--- src/rtl/rvm_pkg.sv ---
// Shared types and constants for the RVM payout controller.
// Includes the saturating constant multiply that turns bottles into coins.
package rvm_pkg;

  localparam int COIN_W               = 8;
  localparam int DEF_CNT_W            = 4;
  localparam int DEF_COINS_PER_BOTTLE = 1;
  localparam int DEF_TIMEOUT_CYC      = 1000;
  localparam int DEF_GAP_CYC          = 10;

  localparam logic [COIN_W-1:0] COIN_MAX = '1;

  typedef enum logic [2:0] {
    ST_IDLE  = 3'd0,
    ST_REQ   = 3'd1,
    ST_ACKLO = 3'd2,
    ST_GAP   = 3'd3,
    ST_DONE  = 3'd4,
    ST_FAULT = 3'd5
  } state_t;

  // k is a constant at every call site, so the loop folds into a few shifted adds.
  function automatic logic [COIN_W-1:0] sat_mul(input logic [15:0] n,
                                                input logic [3:0]  k);
    logic [19:0] acc;
    acc = '0;
    for (int i = 0; i < 4; i++) begin
      if (k[i]) acc = acc + (20'(n) << i);
    end
    return (acc > 20'(COIN_MAX)) ? COIN_MAX : acc[COIN_W-1:0];
  endfunction

endpackage

--- src/rtl/rvm_payout_ctrl_if.sv ---
// Bundle between the bottle counter, the payout controller and the coin dispenser.
// coin_req/coin_ack is a 4-phase handshake: req rises, ack rises, req falls, ack falls.
interface rvm_payout_ctrl_if #(
  parameter int CNT_W = rvm_pkg::DEF_CNT_W
);
  import rvm_pkg::*;

  logic              redeem;
  logic [CNT_W-1:0]  bot_count;
  logic              coin_ack;
  logic              coin_req;
  logic              clr_count;
  logic              busy;
  logic              done;
  logic              fault;
  logic [COIN_W-1:0] coins_left;

  modport master (
    output redeem, bot_count, coin_ack,
    input  coin_req, clr_count, busy, done, fault, coins_left
  );

  modport slave (
    input  redeem, bot_count, coin_ack,
    output coin_req, clr_count, busy, done, fault, coins_left
  );

endinterface

--- src/rtl/rvm_cycle_timer.sv ---
// Down-counting cycle timer: load a count, tc_o flags when it has run out.
// Shared by the ack timeout and the inter-coin gap, reloaded on each state entry.
module rvm_cycle_timer #(
  parameter int W = 10
) (
  input  logic         clk,
  input  logic         rst_n,
  input  logic         load_i,
  input  logic [W-1:0] load_val_i,
  output logic         tc_o
);

  logic [W-1:0] count_q;

  always_ff @(posedge clk or negedge rst_n) begin
    if (!rst_n) begin
      count_q <= '0;
    end else if (load_i) begin
      count_q <= load_val_i;
    end else if (count_q != '0) begin
      count_q <= count_q - 1'b1;
    end
  end

  assign tc_o = (count_q == '0);

endmodule

--- src/rtl/rvm_payout_ctrl.sv ---
// Redeems the accumulated bottle count as coins: snapshot, clear the counter,
// then pay one coin per 4-phase handshake with a gap between coins.
module rvm_payout_ctrl
  import rvm_pkg::*;
#(
  parameter int CNT_W            = DEF_CNT_W,
  parameter int COINS_PER_BOTTLE = DEF_COINS_PER_BOTTLE,
  parameter int TIMEOUT_CYC      = DEF_TIMEOUT_CYC,
  parameter int GAP_CYC          = DEF_GAP_CYC
) (
  input  logic             clk,
  input  logic             rst_n,
  rvm_payout_ctrl_if.slave bus,
  output state_t           state_o
);

  localparam int TMR_MAX = (TIMEOUT_CYC > GAP_CYC) ? TIMEOUT_CYC : GAP_CYC;
  localparam int TMR_W   = $clog2(TMR_MAX + 1);

  state_t            state_q;
  logic              redeem_q;
  logic              coin_req_q;
  logic              clr_count_q;
  logic              busy_q;
  logic              done_q;
  logic              fault_q;
  logic [COIN_W-1:0] coins_q;
  logic [COIN_W-1:0] load_coins;

  logic              rise;
  logic              start;
  logic              req_ack;
  logic              req_to;
  logic              lo_rel;
  logic              lo_to;
  logic              gap_end;
  logic              tmr_load;
  logic              tmr_tc;
  logic [TMR_W-1:0]  tmr_val;

  assign rise       = bus.redeem & ~redeem_q;
  assign load_coins = sat_mul(16'(bus.bot_count), 4'(COINS_PER_BOTTLE));

  // Transition events; every one that enters a timed state reloads the timer.
  always_comb begin
    start    = (state_q == ST_IDLE)  && rise && (bus.bot_count != '0);
    req_ack  = (state_q == ST_REQ)   && bus.coin_ack;
    req_to   = (state_q == ST_REQ)   && !bus.coin_ack && tmr_tc;
    lo_rel   = (state_q == ST_ACKLO) && !bus.coin_ack;
    lo_to    = (state_q == ST_ACKLO) && bus.coin_ack && tmr_tc;
    gap_end  = (state_q == ST_GAP)   && tmr_tc;
    tmr_load = start || req_ack || lo_rel || gap_end;
    tmr_val  = lo_rel ? TMR_W'(GAP_CYC - 1) : TMR_W'(TIMEOUT_CYC - 1);
  end

  rvm_cycle_timer #(
    .W (TMR_W)
  ) u_timer (
    .clk        (clk),
    .rst_n      (rst_n),
    .load_i     (tmr_load),
    .load_val_i (tmr_val),
    .tc_o       (tmr_tc)
  );

  always_ff @(posedge clk or negedge rst_n) begin
    if (!rst_n) begin
      state_q     <= ST_IDLE;
      redeem_q    <= 1'b0;
      coin_req_q  <= 1'b0;
      clr_count_q <= 1'b0;
      busy_q      <= 1'b0;
      done_q      <= 1'b0;
      fault_q     <= 1'b0;
      coins_q     <= '0;
    end else begin
      redeem_q    <= bus.redeem;
      clr_count_q <= 1'b0;
      done_q      <= 1'b0;
      case (state_q)
        ST_IDLE: begin
          if (start) begin
            coins_q     <= load_coins;
            clr_count_q <= 1'b1;
            busy_q      <= 1'b1;
            state_q     <= ST_REQ;
          end
        end
        // req stays up through the first ACKLO cycle, so a pre-raised ack still sees a pulse.
        ST_REQ: begin
          coin_req_q <= 1'b1;
          if (req_ack) begin
            state_q <= ST_ACKLO;
          end else if (req_to) begin
            coin_req_q <= 1'b0;
            fault_q    <= 1'b1;
            state_q    <= ST_FAULT;
          end
        end
        ST_ACKLO: begin
          coin_req_q <= 1'b0;
          if (lo_rel) begin
            coins_q <= coins_q - 1'b1;
            if (coins_q == COIN_W'(1)) begin
              done_q  <= 1'b1;
              state_q <= ST_DONE;
            end else begin
              state_q <= ST_GAP;
            end
          end else if (lo_to) begin
            fault_q <= 1'b1;
            state_q <= ST_FAULT;
          end
        end
        ST_GAP: begin
          if (gap_end) state_q <= ST_REQ;
        end
        ST_DONE: begin
          busy_q  <= 1'b0;
          state_q <= ST_IDLE;
        end
        ST_FAULT: begin
          coin_req_q <= 1'b0;
        end
        default: begin
          state_q <= ST_IDLE;
        end
      endcase
    end
  end

  assign bus.coin_req   = coin_req_q;
  assign bus.clr_count  = clr_count_q;
  assign bus.busy       = busy_q;
  assign bus.done       = done_q;
  assign bus.fault      = fault_q;
  assign bus.coins_left = coins_q;
  assign state_o        = state_q;

endmodule

--- src/flat_wrapper.sv ---
// flat-port wrapper written by rule: the top's interface ports become plain ports
module rvm_payout_ctrl_flat import rvm_pkg::*;
#(
  parameter int CNT_W            = DEF_CNT_W,
  parameter int COINS_PER_BOTTLE = DEF_COINS_PER_BOTTLE,
  parameter int TIMEOUT_CYC      = DEF_TIMEOUT_CYC,
  parameter int GAP_CYC          = DEF_GAP_CYC
)
  (clk, rst_n, state_o, bus_redeem, bus_bot_count, bus_coin_ack, bus_coin_req, bus_clr_count, bus_busy, bus_done, bus_fault, bus_coins_left);
  rvm_payout_ctrl_if #(.CNT_W(CNT_W)) bus_i ();
  input  logic clk;
  input  logic rst_n;
  output state_t state_o;
  input wire logic [$bits(bus_i.redeem)-1:0] bus_redeem;
  input wire logic [$bits(bus_i.bot_count)-1:0] bus_bot_count;
  input wire logic [$bits(bus_i.coin_ack)-1:0] bus_coin_ack;
  output wire logic [$bits(bus_i.coin_req)-1:0] bus_coin_req;
  output wire logic [$bits(bus_i.clr_count)-1:0] bus_clr_count;
  output wire logic [$bits(bus_i.busy)-1:0] bus_busy;
  output wire logic [$bits(bus_i.done)-1:0] bus_done;
  output wire logic [$bits(bus_i.fault)-1:0] bus_fault;
  output wire logic [$bits(bus_i.coins_left)-1:0] bus_coins_left;
  assign bus_i.redeem = bus_redeem;
  assign bus_i.bot_count = bus_bot_count;
  assign bus_i.coin_ack = bus_coin_ack;
  assign bus_coin_req = bus_i.coin_req;
  assign bus_clr_count = bus_i.clr_count;
  assign bus_busy = bus_i.busy;
  assign bus_done = bus_i.done;
  assign bus_fault = bus_i.fault;
  assign bus_coins_left = bus_i.coins_left;
  rvm_payout_ctrl #(.CNT_W(CNT_W), .COINS_PER_BOTTLE(COINS_PER_BOTTLE), .TIMEOUT_CYC(TIMEOUT_CYC), .GAP_CYC(GAP_CYC)) u_core (.clk(clk), .rst_n(rst_n), .bus(bus_i), .state_o(state_o));
endmodule
--- config.mk ---
export PLATFORM = sky130hd
export DESIGN_NAME = rvm_payout_ctrl_flat
export DESIGN_NICKNAME = d
export VERILOG_FILES = /design/src/rtl/rvm_pkg.sv /design/src/rtl/rvm_payout_ctrl_if.sv /design/src/rtl/rvm_cycle_timer.sv /design/src/rtl/rvm_payout_ctrl.sv /design/src/flat_wrapper.sv
export SDC_FILE = /design/constraint.sdc
export NUM_CORES = 1
export LEC_CHECK = 0
export ABC_AREA = 1
export CAP_MARGIN = 20
export CORE_ASPECT_RATIO = 0.9
export CORE_UTILIZATION = 35
export DETAILED_ROUTE_END_ITERATION = 16
export HOLD_SLACK_MARGIN = 0.12
export PLACE_DENSITY_LB_ADDON = 0.2
export SLEW_MARGIN = 10
export SYNTH_ARGS = -nofsm -noshare
export SYNTH_HDL_FRONTEND = slang
export SYNTH_HIERARCHICAL = 1
export SYNTH_SLANG_ARGS = --single-unit
--- constraint.sdc ---
create_clock -name clk -period 3.5 [get_ports clk]
set_input_delay 0.35 -clock clk [delete_from_list [all_inputs] [get_ports clk]]
set_output_delay 0.35 -clock clk [all_outputs]
set_load 0.03 [all_outputs]
==> results of run 1 <==
-- synthesized netlist by cell type (4+ instances only) --
cell type | n | area share (%)
sky130_fd_sc_hd__nand3_1 | 9 | 2.6
sky130_fd_sc_hd__nand2_2 | 5 | 1.8
sky130_fd_sc_hd__dfrtp_1 | 27 | 38
sky130_fd_sc_hd__o21ai_0 | 10 | 2.8
sky130_fd_sc_hd__nor2_1 | 27 | 5.7
sky130_fd_sc_hd__nand2_1 | 69 | 15
sky130_fd_sc_hd__a21oi_1 | 4 | 1.1
sky130_fd_sc_hd__inv_1 | 29 | 6.2
sky130_fd_sc_hd__nor2_2 | 6 | 2.1
sky130_fd_sc_hd__nor2_4 | 4 | 2.6
sky130_fd_sc_hd__nand4_1 | 5 | 1.8
sky130_fd_sc_hd__o21ai_1 | 7 | 2.0
-- registers in the layout, indices dropped and copies added, names as in the netlist --
| name | cells |
|---|---|
| u_core/bus.busy | 1 |
| u_core/bus.clr_count | 1 |
| u_core/bus.coin_req | 1 |
| u_core/bus.coins_left | 8 |
| u_core/bus.done | 1 |
| u_core/bus.fault | 1 |
| u_core/redeem_q | 1 |
| u_core/state_o | 3 |
| u_core/u_timer/count_q | 10 |
-- routing by layer --
| metal | vias to the layer above | track usage, % | part of all wire, % |
|---|---|---|---|
| met3 | 4 | 3.55 | 4.2 |
| li1 | 807 | - | - |
| met4 | 0 | 3.21 | 0.67 |
| met5 | - | 0 | 0 |
| met1 | 710 | 21.5 | 51 |
| met2 | 38 | 24.4 | 44 |
-- layout make-up --
| type | instances | area, um^2 |
|---|---|---|
| fillers | 505 | 2700 |
| well taps | 65 | 81.3 |
| multi-input cells | 176 | 961 |
| clock buffers | 4 | 45.0 |
| inverters | 32 | 123 |
| flip-flops and latches | 27 | 676 |
| repair buffers | 25 | 245 |
-- path summary, 6_finish.rpt --
check | start | endpoint | slack, ns | cells past startpoint
max | u_core/u_timer/count_q[0]$_DFFE_PN0P_ | u_core/u_timer/count_q[8]$_DFFE_PN0P_ | 1.09 | 13
min | rst_n | u_core/u_timer/count_q[5]$_DFFE_PN0P_ | 0.45 | 2
max reg2reg | u_core/u_timer/count_q[0]$_DFFE_PN0P_ | u_core/u_timer/count_q[8]$_DFFE_PN0P_ | 1.09 | 13
min reg2reg | u_core/bus.fault$_DFFE_PN0P_ | u_core/bus.fault$_DFFE_PN0P_ | 0.50 | 1
max in group asynchronous | rst_n | u_core/bus.coins_left[0]$_DFFE_PN0P_ | 2.78 | 2
min in group clk | u_core/bus.fault$_DFFE_PN0P_ | u_core/bus.fault$_DFFE_PN0P_ | 0.50 | 1
-- placed cells by master (no fill, tap or decap), types with 3 or more instances in the layout --
cell | netlist | final
sky130_fd_sc_hd__xor2_1 | 3 | 3
sky130_fd_sc_hd__o21ai_2 | 3 | 3
sky130_fd_sc_hd__nor2_1 | 27 | 27
sky130_fd_sc_hd__a21oi_1 | 4 | 4
sky130_fd_sc_hd__ha_1 | 3 | 3
sky130_fd_sc_hd__nor3_1 | 3 | 3
sky130_fd_sc_hd__clkbuf_8 | 0 | 3
sky130_fd_sc_hd__nand3_1 | 9 | 9
sky130_fd_sc_hd__inv_1 | 29 | 29
sky130_fd_sc_hd__o21ai_1 | 7 | 7
sky130_fd_sc_hd__clkdlybuf4s50_1 | 0 | 23
sky130_fd_sc_hd__nand2_2 | 5 | 5
sky130_fd_sc_hd__dfrtp_1 | 27 | 27
sky130_fd_sc_hd__nor2_2 | 6 | 6
sky130_fd_sc_hd__nand4_1 | 5 | 5
sky130_fd_sc_hd__o21ai_0 | 10 | 10
sky130_fd_sc_hd__nor2_4 | 4 | 4
sky130_fd_sc_hd__nand2_1 | 69 | 69
-- power by group through the flow --
stage | logic, W | registers, W | clock network [W]
floorplan | 0.000667 | 0.000699 | 0
global placement | 0.00109 | 0.000594 | 0
detailed placement | 0.00109 | 0.000593 | 0
CTS | 0.00110 | 0.000588 | 0.000193
global route | 0.00124 | 0.000610 | 0.000207
finish | 0.00109 | 0.000586 | 0.000178
-- logic make-up after synthesis --
logic type	Yosys count	synth area share, %
xor+xnor	3	1.49
other cells	2	0.426
flops	27	38.3
fa+ha+maj	3	2.13
compound gates	32	11.3
simple gates	136	39.1
buf+inv	33	7.23
-- metrics by stage --
stage          instance area [um^2]  setup slack (ns)  hold WS [ns]  utilization (%)  power, W
3_3_place_gp                   2090              1.20         0.479             43.1   0.00169
3_5_place_dp                   2090              1.11         0.482             43.1   0.00169
5_1_grt                        2130             0.848         0.479             44.1   0.00206
4_1_cts                        2130              1.08         0.457             44.1   0.00188
2_1_floorplan                  1760              1.33        0.0544                -   0.00137
6_report                       2130              1.09         0.453             44.1   0.00185
-- worst max-delay path, delay by kind of cell (launching register included) --
kind	cells	cell delay, ns
compound gates	1	0.22
flops	1	0.38
simple gates	6	0.82
buf+inv	5	0.68
fa+ha+maj	1	0.22
==> results by stage, run 1 <==
Status:
- The flow ran to the end, and the final reports show no timing, DRC or antenna violations.

GRT:
- The number of global-route vias before repair is 1479.
- Global routing finished with a remaining overflow of 0.
- The pin count of the biggest net entering global routing is 28.
- The initial antenna violation count is 0.
- Global routing used 15.5% of the available tracks across all layers.
- The wire length of the first global-routing pass is 6730 um.

Clock network:
- The clock reaches the later pin of the worst-skew pair after 0.27 ns.
- The post-CTS setup repair buffer count is 0.
- CTS built an H-tree with a depth of 1.
- The root buffer cell chosen for the clock tree is sky130_fd_sc_hd__clkbuf_8.
- TritonCTS built the clock tree.
- The number of CTS-inserted buffers is 3.
- The quantity of hold-fixing buffers added after cts is 0.
- After clock tree synthesis, the clock-pin slew on the worst setup and hold paths is 0.09 ns.
- The total of cells resized after clock tree synthesis is 0.
- The maximum buffer depth of the clock tree is 2.
- Clock tree synthesis found a total of 27 sinks.

Die:
- For this design the top-level I/O count stands at 24.
- The horizontal die dimension is 76.8 um.
- Measured along the y axis, the die boundary spans 69.4 um.
- The die covers 5330 um^2.
- The area of the core region is 4830 um^2.
- The number of placement rows is 24.
- Once the floorplan was initialized, standard cells occupied 36.5% of the core.

Min path:
- The tightest min-delay check is of the input pin to async pin type.

Worst setup path:
- For the worst setup path, the data required time is 3.67 ns.
- The biggest cell delay along the critical path is 0.38 ns.
- The critical path launch point type is a flip-flop.
- The endpoint type of the worst setup path is a flip-flop.
- The standard cell with the maximum stage delay on the critical path is sky130_fd_sc_hd__dfrtp_1.
- The data arrival time of the critical path is 2.57 ns.
- The largest fanout on the critical path is 14.
- The worst setup path is of the flip-flop to flip-flop kind.
- The most repeated library cell on the critical path is sky130_fd_sc_hd__inv_1.
- Walking the worst path, the cells encountered are inv_1 -> ha_1 -> inv_1 -> nor2_2 -> nand4_2 -> nor2_2 -> inv_1 -> o2111ai_1 -> buf_4 -> inv_1 -> or2_2 -> nand2_1 -> nor2_1.

Pwr:
- Net switching is 50.1% of the power.
- In this run the power spent charging and discharging nets is 0.000929 W.
- Registers are responsible for 31.6% of the overall power.
- The power density over the cells is 870 nW/um^2.
- For this design the static power due to leakage is 1.03 nW.
- The internal portion of the total power is 0.000924 W.
- The clock network fraction of design power is 9.6%.
- The combinational power share is 58.8%.
- The worst vdd rail ir drop is 0.357 mV.

Synth:
- For this run, the number of Yosys warnings is 6.
- The count of cell types in the netlist is 34.
- For this run, asynchronously set or reset flops after synthesis account for 100%.
- The average instance area after synthesis is 7.48 um^2.
- The main flop type after synthesis is sky130_fd_sc_hd__dfrtp_1.
- The share of synthesized area occupied by flip-flops and latches is 38.3%.
- The number of enable-type register cells in the synthesized netlist is 0.
- When the netlist entered floorplanning its net count stood at 247.
- The synthesized design contains 27 register bits.
- The number of cells produced by synthesis is 236.
- The post-synthesis cell area is 1760 um^2.

Timing:
- The minimum clock period after layout is 2.41 ns.
- The final critical path takes up 68.7% of the cycle.
- The number of hold violations in the final report was 0.
- The highest clock frequency the design can meet is 0.416 GHz.
- The number of pins exceeding their max-slew limit in the final report is 0.
- Setup repair after global routing left no endpoint under its margin.
- The worst clock skew is 0.00305 ns.
- Summed over all failing endpoints, the final setup total negative slack is 0 ns.
- Setup violations remaining at the end of the flow were counted as 0.

Detailed routing:
- In this run the remaining antenna-violating nets after routing total 0.
- After detailed routing, the average wire length per cell comes to 11.3 um.
- The routed layout has 1559 vias.
- After the first detailed-routing iteration, the DRC count stood at 78.
- For this run, the detailed router's first-pass iteration total came to 4.
- After detailed routing, the number of vias per cell comes to 4.74.
- After detailed routing, the total wire length is 3730 um.
- After detailed routing, the number of remaining DRC violations is 0.

Place:
- In this run the tool buffered the top-level ports with 23 buffer cells.
- Including well taps, the total number of placed cells is 325.
- The global placement routability congestion is 0.839.
- The half-perimeter wire length after detailed placement is 2830 um.

Final layout:
- The ratio of cells with drive above 1 in the final layout is 13.6%.
- The number of antenna diodes in the final layout is 0.
- The number of non-filler instances in the completed layout is 329.
- After the last flow step, the layout net total stands at 276.
- The area growth from synthesis to layout is 20.8%.

Flow run:
- Across the run, the number of max-cap violations was 0.
Power figures use the tool's default switching activity.
==> run 2: changes to the inputs <==
==> constraint.sdc (replaced) <==
create_clock -name clk -period 1.9 [get_ports clk]
set_input_delay 0.19 -clock clk [delete_from_list [all_inputs] [get_ports clk]]
set_output_delay 0.19 -clock clk [all_outputs]
set_load 0.03 [all_outputs]
==> run 2 against run 1 <==
Net effect: hold slack worse by 0.17 ns; clock-buffer cell count shrank 1; critical path depth fell by 1; clock skew barely moved; sequential cell count is the same; worst setup slack got worse by 1.0 ns; core utilization increased by 4.0 points; cell count grew 4.9%; sequential share of layout area shrank 2.7 points; critical path type unchanged; largest cell class unchanged; largest power group unchanged.
==> results by stage, run 2 (synthesis gave the netlist of run 1 again) <==
Clock network:
- The CTS H-tree depth is 1.
- The longest clock path from root to sink contains 2 buffers.
- For the worst-skew pair, the clock arrives at the later sink with an insertion delay of 0.27 ns.
- The CTS tree is done.
- The tree is rooted in a sky130_fd_sc_hd__clkbuf_8.
- TritonCTS created 3 clock buffers.
- The clock transition at the registers of the reported paths is 0.10 ns.
- The number of hold buffers added after CTS was 0.
- The clock sink count is 27.

GRT:
- The initial antenna violation count is 0.
- The wire length of the first global-routing pass is 6730 um.
- The number of global-route vias before repair is 1442.
- The pin count of the biggest net entering global routing is 28.
- Summed over all layers, the global routing overflow is 0.
- The overall routing resource usage is 15.6%.

Final layout:
- The register with the most flip-flops in the layout has 10 of them.
- The area growth from synthesis to layout is 31.8%.
- The layout net count is 292.
- Of the cells placed in the final design, the portion with a size suffix greater than 1 is 22.9%.
- The number of antenna diodes in the final layout is 0.
- The final standard cell utilization of the core is 48.1%.
- The post-route cell area is 2330 um^2.
- The register with the most flip-flops in the final layout is u_core/u_timer/count_q.
- In the layout the commonest cells are sky130_fd_sc_hd__nand2_1, sky130_fd_sc_hd__dfrtp_1, sky130_fd_sc_hd__nor2_1.
- The most common library cell in the layout ignoring fill and taps is sky130_fd_sc_hd__nand2_1.

Worst setup path:
- STA puts the critical path data arrival time at 1.99 ns.
- In this run the critical register-to-register path is captured at u_core/u_timer/count_q[8]$_DFFE_PN0P_.
- The setup check on the worst reg-to-reg path leaves a slack of 0.08 ns.
- The startpoint identified for the worst register-to-register timing path is u_core/u_timer/count_q[1]$_DFFE_PN0P_.
- STA classifies the critical path endpoint as a flip-flop.
- The total buffers and inverters traversed by the critical path is 4.
- Among all stages on the critical path, the largest delay is contributed by sky130_fd_sc_hd__dfrtp_1.
- The required time at the endpoint of the critical path is 2.07 ns.
- In this run the worst path has a maximum fanout of 6.
- In this design, the stage delay of the slowest critical-path cell is 0.41 ns.
- The most repeated library cell on the critical path is sky130_fd_sc_hd__inv_2.
- Among cell families on the critical path, the largest total delay comes from simple AND/OR/NAND/NOR gates.
- STA classifies the critical path startpoint as a flip-flop.
- The critical path in this run is classified as flip-flop to flip-flop.
- The length in cells of the worst reg-to-reg path is 12.
- Walking the worst path, the cells encountered are inv_2 -> ha_4 -> inv_2 -> nor2_4 -> nand4_4 -> nor2_4 -> inv_2 -> o2111ai_4 -> inv_4 -> or2_4 -> nand2_2 -> nor2_1.

Pwr:
- The internal power is 0.00191 W.
- Sequential cells account for 29.0% of the total power.
- The power density over the cells is 1610 nW/um^2.
- The fraction of power spent switching nets is 49.1%.
- The leakage power of the design is 1.11 nW.
- The net switching power is 0.00184 W.
- The share of total power dissipated in combinational logic is 62.1%.
- The worst vdd rail ir drop is 0.806 mV.
- The clock network accounts for 8.9% of the total power.

Die:
- The boundary pin count is 24.
- In this run the horizontal extent of the chip is 76.8 um.
- The area of the core region is 4830 um^2.
- The floorplan step defined a die boundary enclosing 5330 um^2.
- Once the floorplan was initialized, standard cells occupied 36.5% of the core.
- In this run the core area contains 24 standard-cell rows.
- The floorplan step set the die height to 69.4 um.

Timing:
- The final period utilization is 96.0%.
- The number of hold violations in the final report is 0.
- Summed over all failing endpoints, the final setup total negative slack is 0 ns.
- Setup repair after global routing could not meet its margin everywhere.
- The setup-violating endpoint count in the final report is 0.
- The clock arrives with 0.00312 ns of skew.
- Timing would allow up to 0.549 GHz.
- The worst path meets setup with 0.0769 ns of slack.
- The number of pins exceeding their max-slew limit in the final report is 0.
- The minimum clock period after layout is 1.82 ns.

Place:
- The pre-CTS setup slack is 0.0178 ns.
- The congestion estimate from routability-driven global placement came to 0.824.
- The number of buffer cells added on primary ports is 23.
- The half-perimeter wire length after detailed placement is 2930 um.
- Summing all placed instances gives a cell area of 2190 um^2.

Detailed routing:
- After the first detailed-routing iteration, the DRC count stood at 92.
- The post-detailed-route wirelength per cell is 11.5 um.
- For this run, design rule violations remaining after detail routing come to 0.
- Wires add up to 3960 um.
- The post-route antenna net violation count is 0.
- The first-pass iteration count of the detailed router is 4.
- The via density per instance is 4.72.
- The vias after detailed routing is 1627.

Flow run:
- The max capacitance violation total is 0.

Min path:
- The class of the tightest hold or removal check is input pin to async pin.

Status:
- The flow ran to the end, and the final reports show no timing, DRC or antenna violations.
run 2: layout make-up:
cell class / instances / area (um^2)
clock inverter: 1 / 5.00
timing repair buffer: 41 / 373
inverter: 32 / 125
multi-input combinational: 176 / 1020
sequential: 27 / 676
tap: 65 / 81.3
fill: 458 / 2510
clock buffer: 3 / 41.3
run 2: what timing repair did:
| action | in CTS | in global routing |
|---|---|---|
| setup buffers | 0 | 6 |
| cloned | 0 | 1 |
| endpoints found under the hold margin | 0 | 0 |
| setup endpoints to repair | 1 | 9 |
| pin swaps | 0 | 9 |
| resized for setup | 1 | 11 |
run 2: routing by layer:
layer	GRT usage [%]	routed length, um	vias up
li1	-	-	839
met1	22.8	2080	754
met2	24.1	1750	32
met3	2.76	113	2
met4	3.21	26	0
met5	0	0	-
run 2: how the worst max path moves through the flow:
stage	start	to	slack [ns]	cells after the start
3_3_place_gp	u_core/u_timer/count_q[1]$_DFFE_PN0P_	u_core/u_timer/count_q[1]$_DFFE_PN0P_	0.08	13
5_1_grt	u_core/u_timer/count_q[1]$_DFFE_PN0P_	u_core/u_timer/count_q[1]$_DFFE_PN0P_	-0.04	13
2_1_floorplan	u_core/u_timer/count_q[0]$_DFFE_PN0P_	u_core/u_timer/count_q[8]$_DFFE_PN0P_	0.04	12
6_report	u_core/u_timer/count_q[1]$_DFFE_PN0P_	u_core/u_timer/count_q[8]$_DFFE_PN0P_	0.08	12
3_5_place_dp	u_core/u_timer/count_q[1]$_DFFE_PN0P_	u_core/u_timer/count_q[1]$_DFFE_PN0P_	0.02	13
4_1_cts	u_core/u_timer/count_q[1]$_DFFE_PN0P_	u_core/u_timer/count_q[8]$_DFFE_PN0P_	-0.008	12
run 2: power groups by stage:
stage / clock network [W] / registers [W] / logic, W
2_1_floorplan: 0 / 0.00130 / 0.00128
3_3_place_gp: 0 / 0.00110 / 0.00210
3_5_place_dp: 0 / 0.00110 / 0.00212
4_1_cts: 0.000358 / 0.00109 / 0.00214
5_1_grt: 0.000383 / 0.00113 / 0.00259
6_report: 0.000333 / 0.00109 / 0.00233
run 2: per-stage QoR:
step,power (W),instances,hold WS [ns]
2_1_floorplan,0.00257,236,-0.106
3_3_place_gp,0.00320,334,0.469
3_5_place_dp,0.00321,334,0.477
4_1_cts,0.00358,338,0.293
5_1_grt,0.00410,345,0.297
6_report,0.00375,345,0.286
run 2: worst register-to-register path: cells and delay by family (launching register included):
family                   cells  cell delay [ns]
AO/OA/AOI/OAI                1             0.25
flip-flops                   1             0.41
adder cells (fa/ha/maj)      1             0.13
AND/OR/NAND/NOR              6             0.66
buffers and inverters        4             0.27
==> run 3: changes to the inputs <==
--- a/config.mk
+++ b/config.mk
@@ -10,7 +10,9 @@
 export CORE_ASPECT_RATIO = 0.9
 export CORE_UTILIZATION = 35
 export DETAILED_ROUTE_END_ITERATION = 16
+export DONT_BUFFER_PORTS = 1
 export HOLD_SLACK_MARGIN = 0.12
+export MAX_ROUTING_LAYER = met4
 export PLACE_DENSITY_LB_ADDON = 0.2
 export SLEW_MARGIN = 10
 export SYNTH_ARGS = -nofsm -noshare
==> run 3 against run 2 <==
Net effect: worst setup slack worse by 0.014 ns; cell area down 8.7%; largest power group unchanged; highest routed layer unchanged; via count down 6.1%; sequential share of layout area up 2.8 points; cell count down 5.8%; critical endpoint unchanged; critical path type unchanged; clock-buffer cell count up 1; largest cell class unchanged; die area unchanged; critical path depth unchanged; core utilization down 4.2 points.
==> results by stage, run 3 (synthesis gave the netlist of run 1 again) <==
Timing:
- Setup repair after global routing could not meet its margin everywhere.
- Setup slack on the critical path of the routed design comes to 0.0625 ns.
- The number of hold violations in the final report is 0.
- Of the available clock period, the critical path in the final layout requires 96.7%.
- The worst hold margin is 0.145 ns.
- The highest clock frequency the design can meet is 0.544 GHz.
- The setup-violating endpoint count in the final report is 0.
- The minimum clock period after layout is 1.84 ns.
- The worst clock skew is 0.00210 ns.
- The number of pins exceeding their max-slew limit in the final report is 0.

GRT:
- The overall routing resource usage is 16.0%.
- The pin count of the biggest net entering global routing is 28.
- The initial antenna violation count is 0.
- The first global-routing pass estimated 6640 um of wire.
- Global routing finished with a remaining overflow of 0.
- The number of global-route vias before repair is 1422.

Min path:
- In this run the most critical hold path is launched from bus_bot_count[3].
- In this run the worst hold path is classified as input pin to flip-flop.
- The depth of the worst hold-timing path is 4.
- The destination of the worst hold path is u_core/bus.coins_left[3]$_DFFE_PN0P_.

Flow run:
- The max capacitance violation total is 0.

Final layout:
- The final standard cell utilization of the core is 43.9%.
- The largest register by flop count is u_core/u_timer/count_q.
- The most common library cell in the layout ignoring fill and taps is sky130_fd_sc_hd__nand2_1.
- The register with the most flip-flops in the layout has 10 of them.
- The layout net count is 272.
- Of the cells placed in the final design, the portion with a size suffix greater than 1 is 22.3%.
- The area growth from synthesis to layout is 20.4%.
- In the layout the commonest cells are sky130_fd_sc_hd__nand2_1, sky130_fd_sc_hd__nor2_1, sky130_fd_sc_hd__dfrtp_1.
- The repair_antennas step left the layout with diodes totalling 0.

Worst setup path:
- The worst register-to-register path has a depth of 12.
- The most critical setup path has its startpoint at u_core/u_timer/count_q[0]$_DFFE_PN0P_.
- The critical path launch point type is a flip-flop.
- Across all register-to-register paths, the minimum setup slack is 0.06 ns.
- The setup path with the least slack is of type flip-flop to flip-flop.
- At the worst endpoint, the required time is 2.07 ns.
- In this run the worst path has a maximum fanout of 7.
- In this run the critical register-to-register path is launched from u_core/u_timer/count_q[0]$_DFFE_PN0P_.
- In this run the critical register-to-register path is captured at u_core/u_timer/count_q[8]$_DFFE_PN0P_.
- At the worst endpoint, the arrival time is 2.01 ns.
- The endpoint type of the worst setup path is a flip-flop.

Status:
- The run finished with clean final reports.

Detailed routing:
- The post-route antenna net violation count is 0.
- In the final routed layout, each cell accounts on average for 12.1 um.
- For this block, the routed nets add up to 3920 um of wire.
- The routed layout has 1528 vias.
- After detailed routing, the number of remaining DRC violations is 0.
- The via density per instance is 4.70.
- The first routing iteration left 73 violations.
- The first-pass iteration count of the detailed router is 4.

Pwr:
- The worst vdd rail ir drop is 0.757 mV.
- Summed over all cells, the static leakage comes to 1.04 nW.
- The power density over the cells is 1640 nW/um^2.

Die:
- The area of the core region is 4830 um^2.
- The area of the die is 5330 um^2.
- After floorplanning, the core was divided into 24 placement rows.
- For this configuration, the core starts out at a cell density of 36.5%.
- In this run the count of I/O pins placed on the die edge is 24.
- The die boundary height is 69.4 um.
- The horizontal die dimension is 76.8 um.

Clock network:
- The root buffer selected by CTS is sky130_fd_sc_hd__clkbuf_8.
- No sink is reached through more buffers than the 2 on the longest clock path.
- The clock sink count is 27.
- The CTS tree is done.
- In this run the number of H-tree levels came out at 1.
- The latest clock arrival within the worst-skew pair is 0.27 ns.
- Clock tree synthesis inserted a total of 3 buffers.
- The clock transition at the registers of the reported paths is 0.09 ns.

Place:
- The global placement routability congestion is 0.784.
- The number of buffer cells added on primary ports is 0.
- The HPWL after detailed placement is 2900 um.
- The pre-CTS setup slack is 0.0243 ns.
run 3: cell count changes in the layout (fill, tap and decap cells not counted), moves of 2 or more:
cell,change
sky130_fd_sc_hd__clkdlybuf4s50_1,-23
sky130_fd_sc_hd__dlygate4sd3_1,+4
sky130_fd_sc_hd__o21ai_2,-2
sky130_fd_sc_hd__o21ai_1,+3
run 3: worst max path at each step:
stage | end | slack [ns]
global route | u_core/u_timer/count_q[1]$_DFFE_PN0P_ | -0.07
global placement | u_core/u_timer/count_q[1]$_DFFE_PN0P_ | 0.06
finish | u_core/u_timer/count_q[8]$_DFFE_PN0P_ | 0.06
CTS | u_core/u_timer/count_q[1]$_DFFE_PN0P_ | -0.0009
floorplan | u_core/u_timer/count_q[8]$_DFFE_PN0P_ | 0.04
detailed placement | u_core/u_timer/count_q[1]$_DFFE_PN0P_ | 0.02
run 3: final cells by class:
type,count,area (um^2)
sequential,27,676
multi-input combinational,176,1010
tap,65,81.3
fill,503,2710
clock buffer,4,45.0
inverter,32,125
timing repair buffer,21,184
run 3: where the power goes:
group	total [W]	switching, W	leakage (nW)	internal (W)
logic	0.00190	0.00117	0.682	0.000730
clock network	0.000329	0.000178	0.0228	0.000150
registers	0.00125	0.000436	0.333	0.000814
run 3: repair_timing:
item | CTS | global route
hold buffers | 5 | 0
gates cloned | 0 | 1
gates resized for setup | 2 | 6
buffers inserted | 0 | 4
pin swaps | 0 | 5
hold endpoints to repair | 32 | 0
endpoints found under the setup margin | 1 | 9
run 3: through the flow:
step | power [W] | setup TNS, ns | instances | instance area [um^2]
after detailed placement | 0.00300 | 0 | 311 | 1960
after global routing | 0.00382 | -0.259 | 325 | 2120
after floorplan | 0.00257 | 0 | 236 | 1800
after global placement | 0.00300 | 0 | 311 | 1960
after CTS | 0.00339 | -0.000950 | 320 | 2070
final | 0.00348 | 0 | 325 | 2120
run 3: routing by layer:
metal / share of wire [%] / GRT usage, % / vias up
li1: - / - / 807
met1: 48 / 21.0 / 690
met2: 45 / 24.8 / 29
met3: 5.8 / 3.16 / 2
met4: 0.74 / 5.13 / 0
met5: 0 / - / -
run 3: critical path: stages, from the launching register on:
cell and delay [ns]:
sky130_fd_sc_hd__dfrtp_1 0.40, sky130_fd_sc_hd__inv_2 0.08, sky130_fd_sc_hd__ha_4 0.14, sky130_fd_sc_hd__inv_2 0.04, sky130_fd_sc_hd__nor2_4 0.12, sky130_fd_sc_hd__nand4_4 0.10
sky130_fd_sc_hd__nor2_4 0.11, sky130_fd_sc_hd__inv_2 0.05, sky130_fd_sc_hd__o2111ai_4 0.26, sky130_fd_sc_hd__inv_4 0.10, sky130_fd_sc_hd__or2_4 0.23, sky130_fd_sc_hd__nand2_1 0.06
sky130_fd_sc_hd__nor2_1 0.03
